**src/rtl/sipo_capture.sv**
```systemverilog
// Serial-in, parallel-out capture stage: shifts handshaked bits into a WIDTH-bit word
// and hands each completed word to a one-word output slot with its own handshake.
module sipo_capture #(
    parameter int WIDTH     = 8,
    parameter bit MSB_FIRST = 1'b1
) (
    input  logic                         clk,
    input  logic                         reset,
    input  logic                         din,
    input  logic                         din_valid,
    output logic                         din_ready,
    output logic [WIDTH-1:0]             dout,
    output logic                         dout_valid,
    input  logic                         dout_ready,
    output logic [$clog2(WIDTH+1)-1:0]   bit_count
);

    localparam int CW = $clog2(WIDTH+1);
    localparam logic [CW-1:0] FULL_COUNT = CW'(WIDTH);
    localparam logic [CW-1:0] LAST_COUNT = CW'(WIDTH - 1);

    logic [WIDTH-1:0] r_sr;
    logic [CW-1:0]    r_count;
    logic [WIDTH-1:0] r_dout;
    logic             r_dout_valid;

    logic [WIDTH-1:0] w_sr_next;
    logic [CW-1:0]    w_count_next;
    logic [WIDTH-1:0] w_dout_next;
    logic             w_dout_valid_next;
    logic [WIDTH-1:0] w_shifted;
    logic             w_full;
    logic             w_slot_free;
    logic             w_accept;

    assign w_full      = (r_count == FULL_COUNT);
    assign w_slot_free = !r_dout_valid || dout_ready;
    assign w_accept    = din_valid && !w_full;
    assign w_shifted   = MSB_FIRST ? {r_sr[WIDTH-2:0], din} : {din, r_sr[WIDTH-1:1]};

    always_ff @(posedge clk or posedge reset) begin
        if (reset) begin
            r_sr         <= '0;
            r_count      <= '0;
            r_dout       <= '0;
            r_dout_valid <= 1'b0;
        end else begin
            r_sr         <= w_sr_next;
            r_count      <= w_count_next;
            r_dout       <= w_dout_next;
            r_dout_valid <= w_dout_valid_next;
        end
    end

    // A consumed word drops valid unless a new word is loaded on the same edge.
    always_comb begin
        w_sr_next         = r_sr;
        w_count_next      = r_count;
        w_dout_next       = r_dout;
        w_dout_valid_next = r_dout_valid && !dout_ready;
        if (w_full) begin
            if (w_slot_free) begin
                w_dout_next       = r_sr;
                w_dout_valid_next = 1'b1;
                w_count_next      = '0;
            end
        end else if (w_accept) begin
            w_sr_next = w_shifted;
            if (r_count == LAST_COUNT) begin
                if (w_slot_free) begin
                    w_dout_next       = w_shifted;
                    w_dout_valid_next = 1'b1;
                    w_count_next      = '0;
                end else begin
                    w_count_next = FULL_COUNT;
                end
            end else begin
                w_count_next = r_count + 1'b1;
            end
        end
    end

    assign din_ready  = !w_full;
    assign dout       = r_dout;
    assign dout_valid = r_dout_valid;
    assign bit_count  = r_count;

endmodule
```
**config.mk**
```make
export PLATFORM = sky130hd
export DESIGN_NAME = sipo_capture
export DESIGN_NICKNAME = d
export VERILOG_FILES = /design/src/rtl/sipo_capture.sv
export SDC_FILE = /design/constraint.sdc
export NUM_CORES = 1
export LEC_CHECK = 0
export ABC_AREA = 1
export CAP_MARGIN = 15
export CORE_MARGIN = 8
export CORE_UTILIZATION = 55
export DETAILED_ROUTE_END_ITERATION = 8
export PLACE_DENSITY = 0.83
export RECOVER_POWER = 50
export SLEW_MARGIN = 0
export SYNTH_ARGS = -nofsm -noshare
export SYNTH_HDL_FRONTEND = slang
export SYNTH_SLANG_ARGS = --single-unit
```
**constraint.sdc**
```tcl
create_clock -name clk -period 3.3 [get_ports clk]
set_clock_uncertainty 0.2 [all_clocks]
set_input_delay 0.66 -clock clk [delete_from_list [all_inputs] [get_ports clk]]
set_output_delay 0.66 -clock clk [all_outputs]
set_load 0.01 [all_outputs]
```
==> metrics, run 1 <==
run status complete, no violations; core box area 1920 um2; first-pass GRT wire length 3840 um; Tot GR Track Use 0.137; Syn-to-layout area delta 17.7%; drt via density 5.16; CTS Hold Bufs 0; Synth Instances 138; Fill cells 179; port bufs 18; initial antenna violation count 0; Fin Setup TNS 0 ns; commonest non-fill, non-tap cell in the layout nand2_1; share of cells above drive strength 1 0.0387; Hold/Removal Path Class flip-flop to flip-flop; Syn Nets 145; Critical Path AT 1.92 ns; YS warnings 0; starting density of the core 0.566; worst-margin pin slew 0.748 ns; largest area contributor in the netlist dfrtp_1; placer congestion estimate 0.753; ANT cells 0; critical path data required time 2.44 ns; H-tree Lvls 1; postcts setup bufs 0; CTS tree built; dpl hpwl 1630 um; Final Hold Slack 0.307 ns; post-CTS sizing 0; max_cap viols 0; Pwr Density 856 nW/um2; CTS root buf clkbuf_4; Post-Syn Area 1090 um2; count of cell types in the netlist 17; die area 3660 um2; DIE WIDTH 60.5 um; unrepaired setup endpoints after global routing false; first-iteration detailed-routing DRC count 27; leakage power figure 0.660 nW; DRC 0; # rows 16; crit path kind flip-flop to primary output; Pwr Total 1.10 mW; final core occ 0.667; chip height 60.5 um; CP max FO 12; Relative slew margins 0.501; Max Fclk 359 MHz; Mean Syn Cell Area 7.89 um2; Tcrit/Tclk final 0.844; pre-CTS setup slack 0.854 ns; VDD IR-drop max 491 uV; Clock Latency Late Sink 0.30 ns; wire per inst 11.6 um; min cycle time layout 2.78 ns; Final Hold Fails 0; top cells by area, synth dfrtp_1 (48%), nand2_1 (17%), nand3_1 (9.7%); CTS Buf Count 3; Seq cells post-synth 21; Clk pin slew, worst setup/hold paths 0.11 ns; # setup viols final 0; vias in the first global route 865; IO Pins 19; Bufs on Longest Clock Path 2; final antenna-violating net count 0; Yosys top cell area share 0.483; Net count, final 163; most frequent cells in the layout nand2_1 (51), nand3_1 (21), dfrtp_1 (21); DR vias 940; kind of start point of the critical path flip-flop; DRT Pass-1 Iters 4; Setup WS post-layout 0.516 ns; sequential fraction of the synthesis area 0.483; Slew Limit Fails 0; crit end category primary output; pin count of the biggest net entering global routing 22; Clock Sinks 21; Total Wirelength 2100 um; remaining global-route overflow 0
flip-flops by register name, summed over array words and instances (netlist names):
register    flops
bit_count       4
dout            8
dout_valid      1
r_sr            8
per-stage QoR:
step                area, um2  instances
detailed placement       1260        178
finish                   1280        182
global route             1280        182
global placement         1260        178
CTS                      1290        182
floorplan                1090        138
path summary, 6_finish.rpt:
kind / slack, ns / from / cells past startpoint / endpoint
setup / recovery: 0.52 / bit_count[0] / 4 / din_ready
hold / removal: 0.31 / r_sr[7] / 2 / r_sr[7]
setup reg to reg: 1.23 / bit_count[0] / 7 / bit_count[1]
hold reg to reg: 0.31 / r_sr[7] / 2 / r_sr[7]
max in group asynchronous: 1.71 / reset / 2 / r_sr[2]
min in group asynchronous: 0.72 / reset / 2 / bit_count[3]
cell type report:
cell class | count | area, um2 | share of cell area
clock buffer | 4 | 26.3 | 0.0205
timing repair buffer | 18 | 180 | 0.141
sequential | 21 | 526 | 0.410
multi-input combinational | 101 | 474 | 0.370
inverter | 11 | 41.3 | 0.0322
tap | 27 | 33.8 | 0.0264
cells in the mapped netlist:
master	n
buf_6	2
a21oi_1	1
nor2_2	2
nor2_1	4
dfrtp_1	21
nand2_1	50
ha_1	2
buf_4	1
o21ai_1	5
nand3_4	1
o21ai_0	4
nand4_1	9
inv_1	10
nand3_1	21
buf_2	2
nand2_2	2
inv_2	1
worst max-delay path, cell delays in order, from the launching register on:
cell and delay, ns:
dfrtp_1 0.44, inv_1 0.10, ha_1 0.37, nand3_4 0.19
clkdlybuf4s50_1 0.52
power breakdown:
part           leakage, nW  internal, mW  switching, mW
Clock               0.0150        0.0471         0.0722
Sequential           0.269         0.363          0.105
Combinational        0.376         0.238          0.272
kinds of logic after synthesis:
logic type / share of synthesized area
AO/OA/AOI/OAI: 0.0460
adder cells (fa/ha/maj): 0.0230
buffers and inverters: 0.0747
flip-flops: 0.483
AND/OR/NAND/NOR: 0.374
layer usage:
metal,vias to the layer above,global-route usage,wire (um)
li1,484,-,-
met1,425,0.170,972
met2,26,0.227,975
met3,5,0.0191,108
met4,0,0.0698,47
met5,-,0,0
No activity file was read; power rests on OpenSTA's default activity.
==> run 2: changes to the inputs <==
--- a/config.mk
+++ b/config.mk
@@ -8,9 +8,9 @@
 export ABC_AREA = 1
 export CAP_MARGIN = 15
 export CORE_MARGIN = 8
-export CORE_UTILIZATION = 55
+export CORE_UTILIZATION = 51
 export DETAILED_ROUTE_END_ITERATION = 8
-export PLACE_DENSITY = 0.83
+export PLACE_DENSITY = 0.77
 export RECOVER_POWER = 50
 export SLEW_MARGIN = 0
 export SYNTH_ARGS = -nofsm -noshare
==> constraint.sdc (replaced) <==
create_clock -name clk -period 2.8 [get_ports clk]
set_clock_uncertainty 0.2 [all_clocks]
set_input_delay 0.56 -clock clk [delete_from_list [all_inputs] [get_ports clk]]
set_output_delay 0.56 -clock clk [all_outputs]
set_load 0.01 [all_outputs]
==> run 2 against run 1 <==
Net effect:
- critical path depth is the same
- sequential power increased by 18%
- design area is 0.78% higher
- setup slack worse by 0.24 ns
- critical path type unchanged
- largest power group unchanged
==> metrics, run 2 (synthesized netlist as in run 1, its figures left out) <==
CTS tree built; leakage power figure 0.665 nW (+0.73%); postcts setup bufs 0 (unchanged); first-pass GRT wire length 3980 um (+3.6%); Tcrit/Tclk final 0.902; dpl hpwl 1780 um (+8.9%); Fin Setup TNS 0 ns (unchanged); hold wc startpoint r_sr[7]; port bufs 18 (unchanged); FF-to-FF End bit_count[0]; DR vias 958 (+1.9%); Pwr Total 1.30 mW (+19%); Final Hold Fails 0 (unchanged); CTS root buf clkbuf_4; vias in the first global route 890 (+2.9%); CP max FO 12 (unchanged); placer congestion estimate 0.737 (-2.1%); ANT cells 0 (unchanged); Max Fclk 396 MHz; Fill cells 164 (-8.4%); placed insts 179 (+0.56%); final antenna-violating net count 0 (unchanged); drt via density 5.23 (+1.4%); reg2reg path depth 8 (+1); Reg2Reg Launch Point bit_count[0]; min cycle time layout 2.52 ns; commonest non-fill, non-tap cell in the layout nand2_1; non-filler instance count after layout 183 (+0.55%); Clock Sinks 21 (unchanged); VDD IR-drop max 623 uV (+27%); die area 3870 um2 (+5.8%); share of cells above drive strength 1 0.0513 (+0.0126); run status complete, no violations; # rows 16 (unchanged); Critical Path AT 1.76 ns (-0.16 ns); Pwr Density 1010 nW/um2 (+18%); CTS Buf Count 3 (unchanged); initial antenna violation count 0 (unchanged); crit end category primary output; crit path kind flip-flop to primary output; H-tree Lvls 1 (unchanged); DRT Pass-1 Iters 4 (unchanged); Hold/Removal Path Class flip-flop to flip-flop; critical path data required time 2.04 ns (-0.40 ns); starting density of the core 0.549 (-0.0172); pin count of the biggest net entering global routing 22 (unchanged); Slew Limit Fails 0 (unchanged); first-iteration detailed-routing DRC count 29 (+7.4%); flop2flop setup slack 0.80 ns (-0.43 ns); final core occ 0.652 (-0.0152); post-CTS sizing 0 (unchanged); core box area 1980 um2 (+3.1%); Relative slew margins 0.501 (about the same); Syn-to-layout area delta 18.6%; Clock Latency Late Sink 0.29 ns (about the same); kind of start point of the critical path flip-flop; final instance area 1290 um2 (+0.78%); post-place instance area 1270 um2 (+0.59%); Hold Path Depth 2 (unchanged); DRC 0 (unchanged); Net count, final 164 (+0.61%); chip height 62.2 um (+2.8%); Total Wirelength 2260 um (+7.6%); # setup viols final 0 (unchanged); Worst Hold Path EP r_sr[7]; Bufs on Longest Clock Path 2 (unchanged); remaining global-route overflow 0 (unchanged); wire per inst 12.4 um (+7.0%); Clk pin slew, worst setup/hold paths 0.10 ns (about the same); IO Pins 19 (unchanged); max_cap viols 0 (unchanged); CTS Hold Bufs 0 (unchanged); most frequent cells in the layout nand2_1 (51), nand3_1 (21), dfrtp_1 (21); worst-margin pin slew 0.747 ns (-0.000549 ns); DIE WIDTH 62.2 um (+2.8%); unrepaired setup endpoints after global routing false; Tot GR Track Use 0.120 (-0.0170)
## run 2: metal layers
layer | GRT usage | part of all wire
met5 | 0 | 0
met4 | 0.0175 | 0.0053
met3 | 0.0448 | 0.053
met2 | 0.206 | 0.50
met1 | 0.141 | 0.44
## run 2: critical path, stage by stage, from the launching register on
cell and delay, ns:
dfrtp_1 0.42, inv_1 0.08, ha_1 0.25, nand3_4 0.16, clkdlybuf4s50_1 0.56
## run 2: area by class of cell
| class | instances | area [um2] | area share |
|---|---|---|---|
| Multi-Input combinational cell | 101 | 477 | 0.369 |
| Tap cell | 27 | 33.8 | 0.0262 |
| Inverter | 11 | 41.3 | 0.0320 |
| Clock buffer | 4 | 26.3 | 0.0203 |
| Timing Repair Buffer | 19 | 188 | 0.145 |
| Sequential cell | 21 | 526 | 0.407 |
## run 2: worst max path at each step
stage / start / endpoint / depth (start not counted)
global placement: bit_count[0] / din_ready / 4
finish: bit_count[0] / din_ready / 4
floorplan: bit_count[0] / din_ready / 5
CTS: bit_count[0] / din_ready / 4
detailed placement: bit_count[0] / din_ready / 4
global route: bit_count[0] / din_ready / 4
## run 2: where the power goes
part / internal [mW] / switching (mW)
clock network: 0.0554 / 0.0794
registers: 0.429 / 0.125
logic: 0.286 / 0.330
## run 2: stage by stage
stage	hold slack [ns]	setup WS, ns
after floorplan	0.249	0.984
after global placement	0.273	0.641
after detailed placement	0.283	0.594
after CTS	0.310	0.254
after global routing	0.345	0.171
final	0.305	0.275
==> run 3: changes to the inputs <==
--- a/config.mk
+++ b/config.mk
@@ -10,6 +10,7 @@
 export CORE_MARGIN = 8
 export CORE_UTILIZATION = 51
 export DETAILED_ROUTE_END_ITERATION = 8
+export GPL_TIMING_DRIVEN = 0
 export PLACE_DENSITY = 0.77
 export RECOVER_POWER = 50
 export SLEW_MARGIN = 0
==> run 3 against run 2 <==
Net effect:
- register-to-register slack improved by 0.08 ns
- non-clock buffer count increased by 5
- largest cell class unchanged
- design area increased by 2.7%
- core utilization increased by 1.8 points
- global-route usage increased by 1.1 points
- critical endpoint unchanged
- first-iteration DRC count increased by 55%
==> metrics, run 3 (synthesized netlist as in run 1, its figures left out) <==
run status complete, no violations; chip height 62.2 um (unchanged); CP max FO 10 (-2); crit path kind flip-flop to primary output; post-CTS sizing 0 (unchanged); placer congestion estimate 0.791 (+7.3%); Critical Path Max Stage Delay 0.54 ns (-0.02 ns); min cycle time layout 2.68 ns (+0.153 ns); Critical Path AT 1.92 ns (+0.16 ns); CTS tree built; Total Wirelength 2430 um (+7.6%); pin count of the biggest net entering global routing 22 (unchanged); Clk pin slew, worst setup/hold paths 0.11 ns (about the same); combinational power share 0.491 (+0.019); Bufs on Longest Clock Path 2 (unchanged); Tot GR Track Use 0.131 (+0.0113); core box area 1980 um2 (unchanged); dpl hpwl 1810 um (+2.0%); # rows 16 (unchanged); cell internal pwr 791 uW (+2.7%); Clock Latency Late Sink 0.31 ns (+0.02 ns); flop2flop setup slack 0.88 ns (+0.08 ns); IO Pins 19 (unchanged); vias in the first global route 947 (+6.4%); remaining global-route overflow 0 (unchanged); drt via density 5.36 (+2.3%); VDD IR-drop max 755 uV (+21%); Pwr Density 1020 nW/um2 (+1.1%); port bufs 18 (unchanged); CTS Buf Count 3 (unchanged); share of cells above drive strength 1 0.0807 (+0.0295); final antenna-violating net count 0 (unchanged); max_cap viols 0 (unchanged); Max Fclk 373 MHz (-5.7%); Clock power frac 0.112 (+0.009); starting density of the core 0.549 (unchanged); Final Hold Fails 0 (unchanged); Switching Share 0.416 (+0.00620); DIE WIDTH 62.2 um (unchanged); crit-path cells inv_1 -> ha_1 -> buf_4 -> nand3_4 -> buf_6 -> clkdlybuf4s50_1; unrepaired setup endpoints after global routing false; ANT cells 0 (unchanged); first-pass GRT wire length 4270 um (+7.3%); kind of start point of the critical path flip-flop; crit end category primary output; Sw Pwr 563 uW (+5.4%); most frequent cells in the layout nand2_1 (51), nand3_1 (21), dfrtp_1 (21); Syn-to-layout area delta 21.8%; Relative slew margins 0.474 (-0.0272); Sequential Power Share 0.397 (-0.027); commonest non-fill, non-tap cell in the layout nand2_1; reg2reg path depth 8 (unchanged); crit path capture din_ready; CTS Hold Bufs 0 (unchanged); Hold/Removal Path Class flip-flop to flip-flop; CP max stage cell clkdlybuf4s50_1; Slew Limit Fails 0 (unchanged); leakage power figure 0.684 nW (+2.9%); Reg2Reg Launch Point bit_count[1]; wire per inst 12.9 um (+4.7%); Pwr Total 1.35 mW (+3.8%); postcts setup bufs 0 (unchanged); H-tree Lvls 1 (unchanged); Clock Sinks 21 (unchanged); initial antenna violation count 0 (unchanged); Fin Setup TNS 0 ns (unchanged); die area 3870 um2 (unchanged); Net count, final 169 (+3.0%); DR vias 1007 (+5.1%); DRT Pass-1 Iters 4 (unchanged); CTS root buf clkbuf_4; Tcrit/Tclk final 0.956 (+0.0547); critical path data required time 2.04 ns (about the same); Critical path origin bit_count[1]; first-iteration detailed-routing DRC count 45 (+55%); # setup viols final 0 (unchanged); FF-to-FF End bit_count[3]; DRC 0 (unchanged); worst-margin pin slew 0.788 ns (+0.0408 ns)
run 3: worst min path at each step:
stage            start  endpoint  slack [ns]  depth (start not counted)
2_1_floorplan  r_sr[7]   r_sr[7]        0.25                          2
3_3_place_gp   r_sr[7]   r_sr[7]        0.27                          2
3_5_place_dp   r_sr[7]   r_sr[7]        0.28                          2
4_1_cts        r_sr[7]   r_sr[7]        0.30                          2
5_1_grt        r_sr[7]   r_sr[7]        0.32                          2
6_report       r_sr[7]   r_sr[7]        0.31                          2
run 3: power by group through the flow:
stage | logic [mW] | registers (mW) | clock network, mW
finish | 0.665 | 0.537 | 0.152
global route | 0.742 | 0.555 | 0.166
CTS | 0.663 | 0.541 | 0.151
detailed placement | 0.659 | 0.546 | 0
global placement | 0.637 | 0.538 | 0
floorplan | 0.351 | 0.569 | 0
run 3: per-layer routing:
metal	GRT usage	vias to the layer above	wire [um]
met5	0	-	0
met4	0.0525	0	36
met3	0.0430	5	141
met2	0.213	25	1150
met1	0.155	477	1100
li1	-	500	-
run 3: layout make-up:
class,instances,area (um2)
fill,162,656
sequential,21,526
multi-input combinational,101,479
timing repair buffer,19,188
inverter,11,41.3
tap,27,33.8
buffer,5,32.5
clock buffer,4,26.3
run 3: through the flow:
step                 util  hold WS, ns  cell area, um2  setup slack, ns  std cells
floorplan               -        0.249            1090            0.984        138
global placement    0.657        0.270            1300            0.449        183
detailed placement  0.657        0.275            1300            0.421        183
CTS                 0.670        0.304            1330           0.0659        187
global route        0.669        0.324            1330           0.0286        188
finish              0.669        0.305            1330            0.122        188
run 3: critical path, delay by kind of cell, from the launching register on:
family,cells,cell delay [ns]
buffers and inverters,4,0.92
DFF,1,0.41
adders and majority gates,1,0.19
and+or+nand+nor,1,0.09
